[config.mk]
export PLATFORM = sky130hd
export DESIGN_NAME = reset_tick_gen
export DESIGN_NICKNAME = d
export VERILOG_FILES = /design/src/rtl/reset_tick_gen_pkg.sv /design/src/rtl/reset_tick_gen_divider.sv /design/src/rtl/reset_tick_gen.sv
export SDC_FILE = /design/constraint.sdc
export NUM_CORES = 1
export LEC_CHECK = 0
export CAP_MARGIN = 30
export CORE_UTILIZATION = 45
export DETAILED_ROUTE_END_ITERATION = 10
export SETUP_SLACK_MARGIN = 0.02
export SLEW_MARGIN = 10
export SYNTH_ARGS = -nofsm -noshare
export SYNTH_HDL_FRONTEND = slang
export SYNTH_SLANG_ARGS = --single-unit
export TNS_END_PERCENT = 1
[constraint.sdc]
create_clock -name clk -period 2.43 [get_ports clk]
set_input_delay 0.486 -clock clk [delete_from_list [all_inputs] [get_ports clk]]
set_output_delay 0.486 -clock clk [all_outputs]
set_load 0.1 [all_outputs]
[src/rtl/reset_tick_gen_pkg.sv]
// rst_tick_pkg: shared FSM state type, loss counter width and counter width helper
package rst_tick_pkg;

    typedef enum logic [1:0] {WAIT_LOCK, HOLD, RUN} rst_state_t;

    localparam int LOSS_CNT_W = 4;

    // Bits needed to hold 0..n-1, never less than one
    function automatic int cnt_w(input int n);
        return (n > 1) ? $clog2(n) : 1;
    endfunction

endpackage

[src/rtl/reset_tick_gen_divider.sv]
// tick_divider: modulo-DIV counter that advances on adv and flags the wrapping step
module tick_divider
    import rst_tick_pkg::*;
#(
    parameter int DIV = 2
) (
    input  logic clk,
    input  logic rst_n,
    input  logic clr,
    input  logic adv,
    output logic wrap
);

    localparam int W = cnt_w(DIV);
    localparam logic [W-1:0] MAX = W'(DIV - 1);

    logic [W-1:0] cnt_q, cnt_d;

    assign wrap = adv && (cnt_q == MAX);

    // Clear wins over advance; the wrapping step returns to zero
    always_comb cnt_d = (clr || wrap) ? '0 : adv ? cnt_q + W'(1) : cnt_q;

    // Counter register
    always_ff @(posedge clk or negedge rst_n)
        if (!rst_n) cnt_q <= '0;
        else        cnt_q <= cnt_d;

endmodule

[src/rtl/reset_tick_gen.sv]
// reset_tick_gen: lock-qualified held-off reset, fast/slow tick enables and lock-loss counter
module reset_tick_gen
    import rst_tick_pkg::*;
#(
    parameter int CLK_HZ       = 10_000_000,
    parameter int HOLD_CYCLES  = 16,
    parameter int TICK_FAST_HZ = 1_000,
    parameter int TICK_SLOW_HZ = 1
) (
    input  logic                  clk,
    input  logic                  rst_n,
    input  logic                  locked,
    output logic                  rst_out_n,
    output logic                  tick_fast,
    output logic                  tick_slow,
    output logic [LOSS_CNT_W-1:0] lock_loss_cnt
);

    localparam int FAST_DIV = CLK_HZ / TICK_FAST_HZ;
    localparam int SLOW_DIV = TICK_FAST_HZ / TICK_SLOW_HZ;
    localparam int HW = cnt_w(HOLD_CYCLES);
    localparam logic [HW-1:0] HOLD_MAX = HW'(HOLD_CYCLES - 1);
    localparam logic [LOSS_CNT_W-1:0] LOSS_MAX = '1;

    if (HOLD_CYCLES < 1) begin : g_chk_hold
        $error("HOLD_CYCLES must be at least 1");
    end
    if (CLK_HZ % TICK_FAST_HZ != 0) begin : g_chk_fast_mod
        $error("CLK_HZ must be a multiple of TICK_FAST_HZ");
    end
    if (TICK_FAST_HZ % TICK_SLOW_HZ != 0) begin : g_chk_slow_mod
        $error("TICK_FAST_HZ must be a multiple of TICK_SLOW_HZ");
    end
    if (FAST_DIV < 2 || SLOW_DIV < 2) begin : g_chk_div
        $error("FAST_DIV and SLOW_DIV must both be at least 2");
    end

    logic [1:0]            sync_q;
    rst_state_t            state_q, state_d;
    logic [HW-1:0]         hold_q, hold_d;
    logic [LOSS_CNT_W-1:0] loss_q, loss_d;
    logic                  rst_out_q, tick_fast_q, tick_slow_q;
    logic                  locked_s, in_run, run_next, div_clr, fast_wrap, slow_wrap;

    assign locked_s      = sync_q[1];
    assign in_run        = (state_q == RUN);
    assign run_next      = (state_d == RUN);
    assign div_clr       = !in_run || !run_next;
    assign rst_out_n     = rst_out_q;
    assign tick_fast     = tick_fast_q;
    assign tick_slow     = tick_slow_q;
    assign lock_loss_cnt = loss_q;

    // Two-flop synchronizer for the asynchronous lock status
    always_ff @(posedge clk or negedge rst_n)
        if (!rst_n) sync_q <= '0;
        else        sync_q <= {sync_q[0], locked};

    // Next state, hold-off count and saturating loss count; only a loss from RUN counts
    always_comb begin
        state_d = state_q;
        hold_d  = hold_q;
        loss_d  = loss_q;
        case (state_q)
            WAIT_LOCK: begin
                hold_d = '0;
                if (locked_s) state_d = HOLD;
            end
            HOLD: begin
                hold_d = hold_q + HW'(1);
                if (!locked_s) state_d = WAIT_LOCK;
                else if (hold_q == HOLD_MAX) state_d = RUN;
            end
            RUN: begin
                if (!locked_s) begin
                    state_d = WAIT_LOCK;
                    loss_d  = (loss_q == LOSS_MAX) ? loss_q : loss_q + 1'b1;
                end
            end
            default: state_d = WAIT_LOCK;
        endcase
    end

    // State, counters and outputs decoded from the next state so they move together
    always_ff @(posedge clk or negedge rst_n)
        if (!rst_n) begin
            state_q     <= WAIT_LOCK;
            hold_q      <= '0;
            loss_q      <= '0;
            rst_out_q   <= 1'b0;
            tick_fast_q <= 1'b0;
            tick_slow_q <= 1'b0;
        end else begin
            state_q     <= state_d;
            hold_q      <= hold_d;
            loss_q      <= loss_d;
            rst_out_q   <= run_next;
            tick_fast_q <= fast_wrap && run_next;
            tick_slow_q <= slow_wrap && run_next;
        end

    tick_divider #(.DIV(FAST_DIV)) u_fast (
        .clk  (clk),
        .rst_n(rst_n),
        .clr  (div_clr),
        .adv  (in_run),
        .wrap (fast_wrap)
    );

    tick_divider #(.DIV(SLOW_DIV)) u_slow (
        .clk  (clk),
        .rst_n(rst_n),
        .clr  (div_clr),
        .adv  (fast_wrap),
        .wrap (slow_wrap)
    );

endmodule

Yosys cells after proc, flatten, opt, wreduce, memory -nomap -nowiden
Cells that the tools add are included.
- register bits after elaboration: 39
- bits in latches: 0
- memory bits (writable): 0
- ROM bits: 0
- bits of input ports: 3
- output and inout bits: 7
- logic and storage cells: 46
- memories: 0
- add/subtract/negate cells: 4
- $mul: 0
- div/mod/pow operators: 0
- magnitude comparators: 0
- eq/ne operators: 7
- shift-type cells: 0
- mux-type cells: 10
- bitwise operators: 2
- reduce and logical (&&, ||, !) cells: 14
- operators with widths (operator ; number):
    14-bit 2-to-1 mux ; 2
    10-bit 2-to-1 mux ; 2
    14-bit by 1-bit adder with 14-bit output, second input constant ; 1
    14-bit == test, second input constant ; 1
    10-bit by 1-bit adder with 10-bit output, second input constant ; 1
    10-bit == test, second input constant ; 1
    4-bit by 1-bit adder with 4-bit output, second input constant ; 2
    4-bit == test, second input constant ; 2
    2-bit 2-to-1 mux ; 4
    4-bit case mux with 2 select lines ; 1
    2-bit case mux with 3 select lines ; 1
    2-bit nonzero test ; 3
    2-bit == test, second input constant ; 2
    1-bit logical AND ; 4
    1-bit logical OR ; 3
    3-bit AND reduction ; 1
    2-bit by 1-bit == test with 1-bit output, second input constant ; 1
    1-bit logical NOT ; 2
    2-bit logical NOT ; 1
    1-bit NOT ; 2

Depth between registers and ports, before layout
Gate-level depths: netlist of the first run.
- word-level depth: 9
- depth in mapped cells: 6
- mapped depth without buffers: 5

By module
A second synthesis of the first run with hierarchy kept.
- cells, all modules: 179
- area, all modules: 1908.1 sq um
- by module, submodules not included (module ; instances ; cells each ; area an instance (sq um)):
    tick_divider at u_fast ; 1 ; 71 ; 706.9
    reset_tick_gen ; 1 ; 52 ; 633.1
    tick_divider at u_slow ; 1 ; 56 ; 568.0

Least setup slack after synthesis of the first run
No wires, ideal clock.
- path kind: register -> register
- from: register loss_q[0], in the netlist lock_loss_cnt[0]
- to: register loss_q[1], in the netlist lock_loss_cnt[1]
- setup time: 126 ps
- arrival: 2001 ps
- slack: 304 ps
- stages on the path, launching flop included: 4
- clock period less this slack: 2126 ps
- path through: dfrtp_1 > ha_1 > a311oi_1 > mux2_2
- word-level cells in the longest chain between the ends: 3
- elaborated cells on any way between the ends: 4
- classes of those cells: add/sub (1); eq/ne (1); bitwise (1); reduce/logical (1)
- ends and longest elaborated chain (what ; line ; source):
    start: declaration ; reset_tick_gen.sv:41 ; logic [LOSS_CNT_W-1:0] loss_q, loss_d;
    start signal: assignment ; reset_tick_gen.sv:96 ; loss_q <= loss_d;
    parallel branches: the longest is 3 deep, another holds 4-bit by 1-bit adder with 4-bit output ; - ;
Several ways; the timed one is not identified.
A chain may end at the register's enable or synchronous reset.

Final worst setup path of the first run
- from: register u_fast.cnt_q[7]
- to: register u_slow.cnt_q[4]
- word-level cells in the longest chain between the ends: 5
- elaborated cells on any way between the ends: 6
- classes of those cells: eq/ne (1); mux (1); reduce/logical (4)
- ends and longest elaborated chain (what ; line ; source):
    start: declaration ; reset_tick_gen_divider.sv:17 ; logic [W-1:0] cnt_q, cnt_d;
    start signal: assignment ; reset_tick_gen_divider.sv:27 ; else cnt_q <= cnt_d;
    14-bit == test (*) ; reset_tick_gen_divider.sv:19 ; assign wrap = adv && (cnt_q == MAX);
    1-bit logical AND (*) ; reset_tick_gen_divider.sv:19 ;
    1-bit logical AND ; reset_tick_gen_divider.sv:19 ;
    1-bit logical OR ; reset_tick_gen_divider.sv:22 ; always_comb cnt_d = (clr || wrap) ? '0 : adv ? cnt_q + W'(1) : cnt_q;
    10-bit 2-to-1 mux or 2-bit nonzero test (tied branches) ; - ;
    end signal: assignment ; reset_tick_gen_divider.sv:27 ;
    end: declaration ; reset_tick_gen_divider.sv:17 ;
Every way passes the cells marked *; elsewhere a longest branch is shown, timed or not.

==> results of run 1 <==
## sequential cells by signal, indices dropped and copies added, names as in the netlist
name / count
tick_slow: 1
u_fast.cnt_q: 14
sync_q: 2
hold_q: 4
u_slow.cnt_q: 10
lock_loss_cnt: 4
state_q: 2
tick_fast: 1
rst_out_n: 1
## critical path, cell delays in order (launching register included)
cell and delay (ns):
dfrtp_1 0.45, or4b_4 0.57, or4_4 0.58, and2_4 0.18
o41ai_2 0.30
## cells by family after synthesis
logic type	synth area share [%]
AOI/OAI and AO/OA	13.6
xor gates and xnor gates	6.11
adders and majority gates	2.69
buffers and inverters	1.61
DFF	52.4
muxes	1.21
and+or+nand+nor	22.4
## metal layers
layer	global-route usage [%]	wire, µm
met1	24.6	1680
met3	4.14	79
met4	8.78	68
met2	31.1	1690
met5	0	0
## cell usage in the layout, fill, tap and decap left out, types with 6 or more instances in the layout
cell type,Yosys,layout
o21ai_0,7,7
xnor2_1,8,8
nand4_1,7,7
a22o_1,6,6
nor3_1,10,10
buf_4,0,11
nand3_1,10,10
nor2_1,16,16
nand2_1,14,14
dfrtp_1,39,39
## layout make-up
cell class              instances  area share [%]
well taps                      50            2.94
flip-flops and latches         39            45.8
clock buffers                   5            3.23
clock inverters                 2            1.76
repair buffers                 14            5.52
multi-input cells             131            40.2
inverters                       3           0.528
## report_power, final
group	internal, mW	switching (mW)	leakage, nW	total (mW)
registers	0.655	0.00733	0.536	0.662
logic	0.0108	0.0175	0.304	0.0284
clock network	0.300	0.223	0.0502	0.523
## path summary, 6_finish.rpt
kind                                   endpoint  slack [ns]  depth (start not counted)
worst max-delay path            u_slow.cnt_q[4]        0.24                          4
worst min-delay path            u_slow.cnt_q[6]        0.01                          1
worst max register to register  u_slow.cnt_q[4]        0.24                          4
worst min register to register        sync_q[1]        0.35                          0
max in group asynchronous            state_q[1]        2.01                          2
min in group clk                      sync_q[1]        0.35                          0
==> summary.txt, run 1 <==
Placement
  • DP Cell Count: 236
  • Cell Area, Placed: 2000 µm²
  • Pre-CTS WS: 0.265 ns
  • Port bufs: 9
  • Hpwl dp: 2.46 mm
  • GPL Wtd Cong: 0.869

CTS
  • Setup bufs post-CTS: 0
  • Clock Sinks: 39
  • Clk Latency, worst-skew pair: 0.28 ns
  • Htree depth: 2
  • Clock root cell: clkbuf_8
  • Inserted Clock Buffers: 5
  • CTS resizes: 0
  • CTS Hold Buffers Added: 0
  • CTS tree: yes
  • Clock slew at reported path FFs: 0.08 ns
  • Clock buffer depth: 2

Status
  • Status: finished clean

Logic synthesis
  • Post-Syn Area per Cell: 10.6 µm²
  • Async SR Flop Fraction: 100%
  • Cells after Synth: 176
  • Yosys top cell area share: 52.4%
  • Synth top cells by count: dfrtp_1, nor2_1, nand2_1, nand3_1, nor3_1
  • Ranking of synthesized cells by area: dfrtp_1, xnor2_1, nor2_1, nand2_1, a22o_1
  • Distinct cells, synth: 40
  • Area leader, netlist: dfrtp_1
  • Mapped Area: 1860 µm²
  • Post-synth EDFFs: 0
  • Sequential fraction of the synthesis area: 52.4%
  • Syn. warnings: 0
  • Count leader, synth: dfrtp_1
  • Dominant register cell in the synthesized netlist: dfrtp_1
  • Syn nets: 183
  • Yosys reg bits: 39

STA
  • Final setup fails: 0
  • Min cycle time layout: 2.19 ns
  • Final hold slack: 0.0145 ns
  • Slew Viols, Final: 0
  • Hold Vio Cnt, Final: 0
  • RSZ-0062 raised after global routing: no
  • Final worst setup slack: 0.241 ns
  • Crit share post-route: 90.1%
  • Max_slew headroom: 60.5%
  • Worst-Margin Slew: 0.589 ns
  • Post-Route Skew: 0.00490 ns
  • Max Freq: 0.457 GHz
  • Setup TNS: 0 ns

Layout
  • Final core utilization: 53.3%
  • Area occupied by multi-input gates: 857 µm²
  • Layout area overhead: 14.4%
  • Finished Layout Cells: 244
  • Final instance area: 2130 µm²
  • Sequential cell area: 976 µm²
  • # fillers: 367
  • Antenna Cells: 0
  • Final net count: 201
  • Share of cells above drive strength 1: 14.4%

Route
  • WL/cell: 14.4 µm
  • Post-route ant nets: 0
  • Number of DRC markers in iteration 0: 75
  • Final wirelength: 3.52 mm
  • Via count: 1,387
  • DRC Markers: 0
  • Drt pass-1 iters: 4
  • Via density: 5.68

Power
  • PwrDens: 569 nW/µm²
  • Design Power: 1.21 mW
  • Static Leakage: 0.890 nW
  • VDD IR max: 319 µV

Critical path
  • Endpoint class of the critical path: flip-flop
  • CP startpoint kind: flip-flop
  • Worst R2R Start: u_fast.cnt_q[7]
  • CP max FO: 7
  • Worst EP arrival: 2.37 ns
  • Worst path required time: 2.61 ns
  • Crit. Startpoint: u_fast.cnt_q[7]
  • Kind of critical path: flip-flop to flip-flop

GRT
  • First-pass GRT wire length: 6.33 mm
  • Largest net degree at the start of global routing: 40
  • Number of global-route vias before repair: 1,374
  • GR Util All Layers: 19.3%
  • Congestion Overflow GR: 0
  • Initial antenna violation count: 0

Floorplan
  • Die W: 66.3 µm
  • Starting density of the core: 46.6%
  • Die ar.: 4400 µm²
  • Core Region: 4000 µm²
  • Chip height: 66.3 µm
  • # rows: 23
  • Top-level I/O count: 10

Flow run
  • Max_cap viols: 0

Hold path
  • HP Class: primary input to async pin
No activity file was read; power rests on OpenSTA's default activity.
==> run 2, diff against run 1 <==
--- a/config.mk
+++ b/config.mk
@@ -6,8 +6,9 @@
 export NUM_CORES = 1
 export LEC_CHECK = 0
 export CAP_MARGIN = 30
-export CORE_UTILIZATION = 45
+export CORE_UTILIZATION = 35
 export DETAILED_ROUTE_END_ITERATION = 10
+export DONT_BUFFER_PORTS = 1
 export SETUP_SLACK_MARGIN = 0.02
 export SLEW_MARGIN = 10
 export SYNTH_ARGS = -nofsm -noshare
==> summary.txt, run 2 (same netlist as run 1, synthesis figures left out) <==
CTS
  • CTS tree: yes (unchanged)
  • Clock Sinks: 39 (unchanged)
  • Clock slew at reported path FFs: 0.07 ns (was 0.08 ns)
  • CTS resizes: 0 (unchanged)
  • Inserted Clock Buffers: 5 (unchanged)
  • Clock root cell: clkbuf_8 (unchanged)
  • Clock buffer depth: 2 (unchanged)
  • Htree depth: 2 (unchanged)
  • Clk Latency, worst-skew pair: 0.29 ns (was 0.28 ns)

Placement
  • Port bufs: 0 (was 9)
  • DP Cell Count: 254 (was 236)
  • Cell Area, Placed: 2010 µm² (was 2000 µm²)
  • Hpwl dp: 2.21 mm (was 2.46 mm)
  • GPL Wtd Cong: 0.793 (was 0.869)

Floorplan
  • Die W: 75.0 µm (was 66.3 µm)
  • Chip height: 75.0 µm (was 66.3 µm)
  • # rows: 26 (was 23)
  • Core Region: 5110 µm² (was 4000 µm²)
  • Top-level I/O count: 10 (unchanged)
  • Die ar.: 5620 µm² (was 4400 µm²)
  • Starting density of the core: 36.5% (was 46.6%)

STA
  • Max_slew headroom: 57.2% (was 60.5%)
  • Setup TNS: 0 ns (unchanged)
  • Max Freq: 0.465 GHz (was 0.457 GHz)
  • Min cycle time layout: 2.15 ns (was 2.19 ns)
  • Crit share post-route: 88.6% (was 90.1%)
  • Slew Viols, Final: 0 (unchanged)
  • RSZ-0062 raised after global routing: no (unchanged)
  • Hold Vio Cnt, Final: 0 (unchanged)
  • Post-Route Skew: 0.00151 ns (was 0.00490 ns)
  • Worst-Margin Slew: 0.638 ns (was 0.589 ns)
  • Final setup fails: 0 (unchanged)

Layout
  • Largest regs: u_fast.cnt_q x14, u_slow.cnt_q x10 (unchanged)
  • Most common cell after layout, fill and taps aside: dfrtp_1 (unchanged)
  • Max reg flops: 14 (unchanged)
  • Final core utilization: 42.1% (was 53.3%)
  • Antenna Cells: 0 (unchanged)
  • Commonest non-fill, non-tap cells in the layout: dfrtp_1, nor2_1, nand2_1 (unchanged)
  • Final net count: 199 (was 201)
  • Final instance area: 2150 µm² (was 2130 µm²)
  • Finished Layout Cells: 263 (was 244)
  • Largest register by flop count: u_fast.cnt_q (unchanged)
  • Share of cells above drive strength 1: 14.5% (was 14.4%)
  • Layout area overhead: 15.5% (was 14.4%)

Route
  • Number of DRC markers in iteration 0: 71 (was 75)
  • Via count: 1,323 (was 1,387)
  • Final wirelength: 3.29 mm (was 3.52 mm)
  • Drt pass-1 iters: 4 (unchanged)
  • DRC Markers: 0 (unchanged)
  • Via density: 5.03 (was 5.68)
  • WL/cell: 12.5 µm (was 14.4 µm)
  • Post-route ant nets: 0 (unchanged)

Power
  • P_sw: 249 µW (was 248 µW)
  • Gate power share: 2.0% (was 2.3%)
  • Clock share of power: 44.8% (was 43.1%)
  • VDD IR max: 280 µV (was 319 µV)
  • Sw Share: 20.0% (was 20.4%)
  • PwrDens: 578 nW/µm² (was 569 nW/µm²)
  • Int Pwr: 996 µW (was 966 µW)
  • Sequential power share: 53.2% (was 54.6%)
  • Static Leakage: 0.895 nW (was 0.890 nW)
  • Design Power: 1.24 mW (was 1.21 mW)

GRT
  • Number of global-route vias before repair: 1,313 (was 1,374)
  • First-pass GRT wire length: 5.90 mm (was 6.33 mm)
  • Initial antenna violation count: 0 (unchanged)
  • Congestion Overflow GR: 0 (unchanged)
  • Largest net degree at the start of global routing: 40 (unchanged)
  • GR Util All Layers: 14.1% (was 19.3%)

Critical path
  • Kind of critical path: flip-flop to flip-flop (unchanged)
  • Endpoint class of the critical path: flip-flop (unchanged)
  • Critical path buffers and inverters: 0 (unchanged)
  • Worst EP arrival: 2.34 ns (was 2.37 ns)
  • Critical path's top delay family: simple AND/OR/NAND/NOR gates (unchanged)
  • Cell Chain, Critical Path: or4b_4 > or4_4 > and2_4 > o41ai_2 (unchanged)
  • CP max FO: 7 (unchanged)
  • Worst path required time: 2.62 ns (was 2.61 ns)
  • Crit. Startpoint: u_fast.cnt_q[7] (unchanged)
  • Crit-path max cell delay: 0.58 ns (about the same)
  • Worst R2R Start: u_fast.cnt_q[7] (unchanged)
  • CP max-delay cell: or4_4 (unchanged)
  • CP startpoint kind: flip-flop (unchanged)

Status
  • Status: finished clean (unchanged)

Hold path
  • HP Class: primary input to async pin (unchanged)

Flow run
  • Max_cap viols: 0 (unchanged)
run 2: cell count changes in the layout (fill, tap and decap cells not counted), sizes merged:
cell,change
clkbuf,+1
buf,-1
clkinv,+1
clkinvlp,-1
clkdlybuf4s50,-1
run 2: metal layers:
metal | vias up | global-route usage, % | share of wire [%]
met5 | - | 0 | 0
met4 | 0 | 6.29 | 1.8
met3 | 6 | 4.28 | 3.5
met2 | 21 | 20.8 | 42
met1 | 620 | 19.2 | 53
li1 | 676 | - | -
run 2: worst paths after layout:
check | end | slack [ns] | depth (start not counted)
setup / recovery | u_slow.cnt_q[4] | 0.28 | 4
hold / removal | u_fast.cnt_q[6] | 0.02 | 1
setup reg to reg | u_slow.cnt_q[4] | 0.28 | 4
hold reg to reg | sync_q[1] | 0.35 | 0
max in group asynchronous | u_fast.cnt_q[2] | 2.21 | 1
min in group clk | sync_q[0] | 0.22 | 0
run 2: area by class of cell:
class / count / area, µm²
clock buffer: 6 / 82.6
clock inverter: 2 / 35.0
fill: 504 / 2960
inverter: 3 / 11.3
multi-input combinational: 131 / 857
sequential: 39 / 976
tap: 70 / 87.6
timing repair buffer: 12 / 103
run 2: power by group through the flow:
stage | clock [mW] | sequential (mW) | combinational (mW)
6_report | 0.558 | 0.662 | 0.0250
2_1_floorplan | 0 | 0.673 | 0.00878
4_1_cts | 0.575 | 0.662 | 0.0266
3_3_place_gp | 0 | 0.675 | 0.00958
3_5_place_dp | 0 | 0.675 | 0.00986
5_1_grt | 0.591 | 0.663 | 0.0304
run 2: what timing repair did:
item	CTS	global route
hold buffers	1	0
setup buffers	0	0
endpoints found under the hold margin	39	0
run 2: stage by stage:
step	hold WS (ns)	setup WS [ns]
final	0.0249	0.278
after global routing	0.0391	0.212
after CTS	0.0317	0.276
after detailed placement	0.191	0.289
after global placement	0.191	0.325
after floorplan	0.190	0.304
run 2: worst reg2reg max path: stages (launching register included):
cell and delay [ns]:
dfrtp_1 0.44, or4b_4 0.56, or4_4 0.58, and2_4 0.18
o41ai_2 0.30
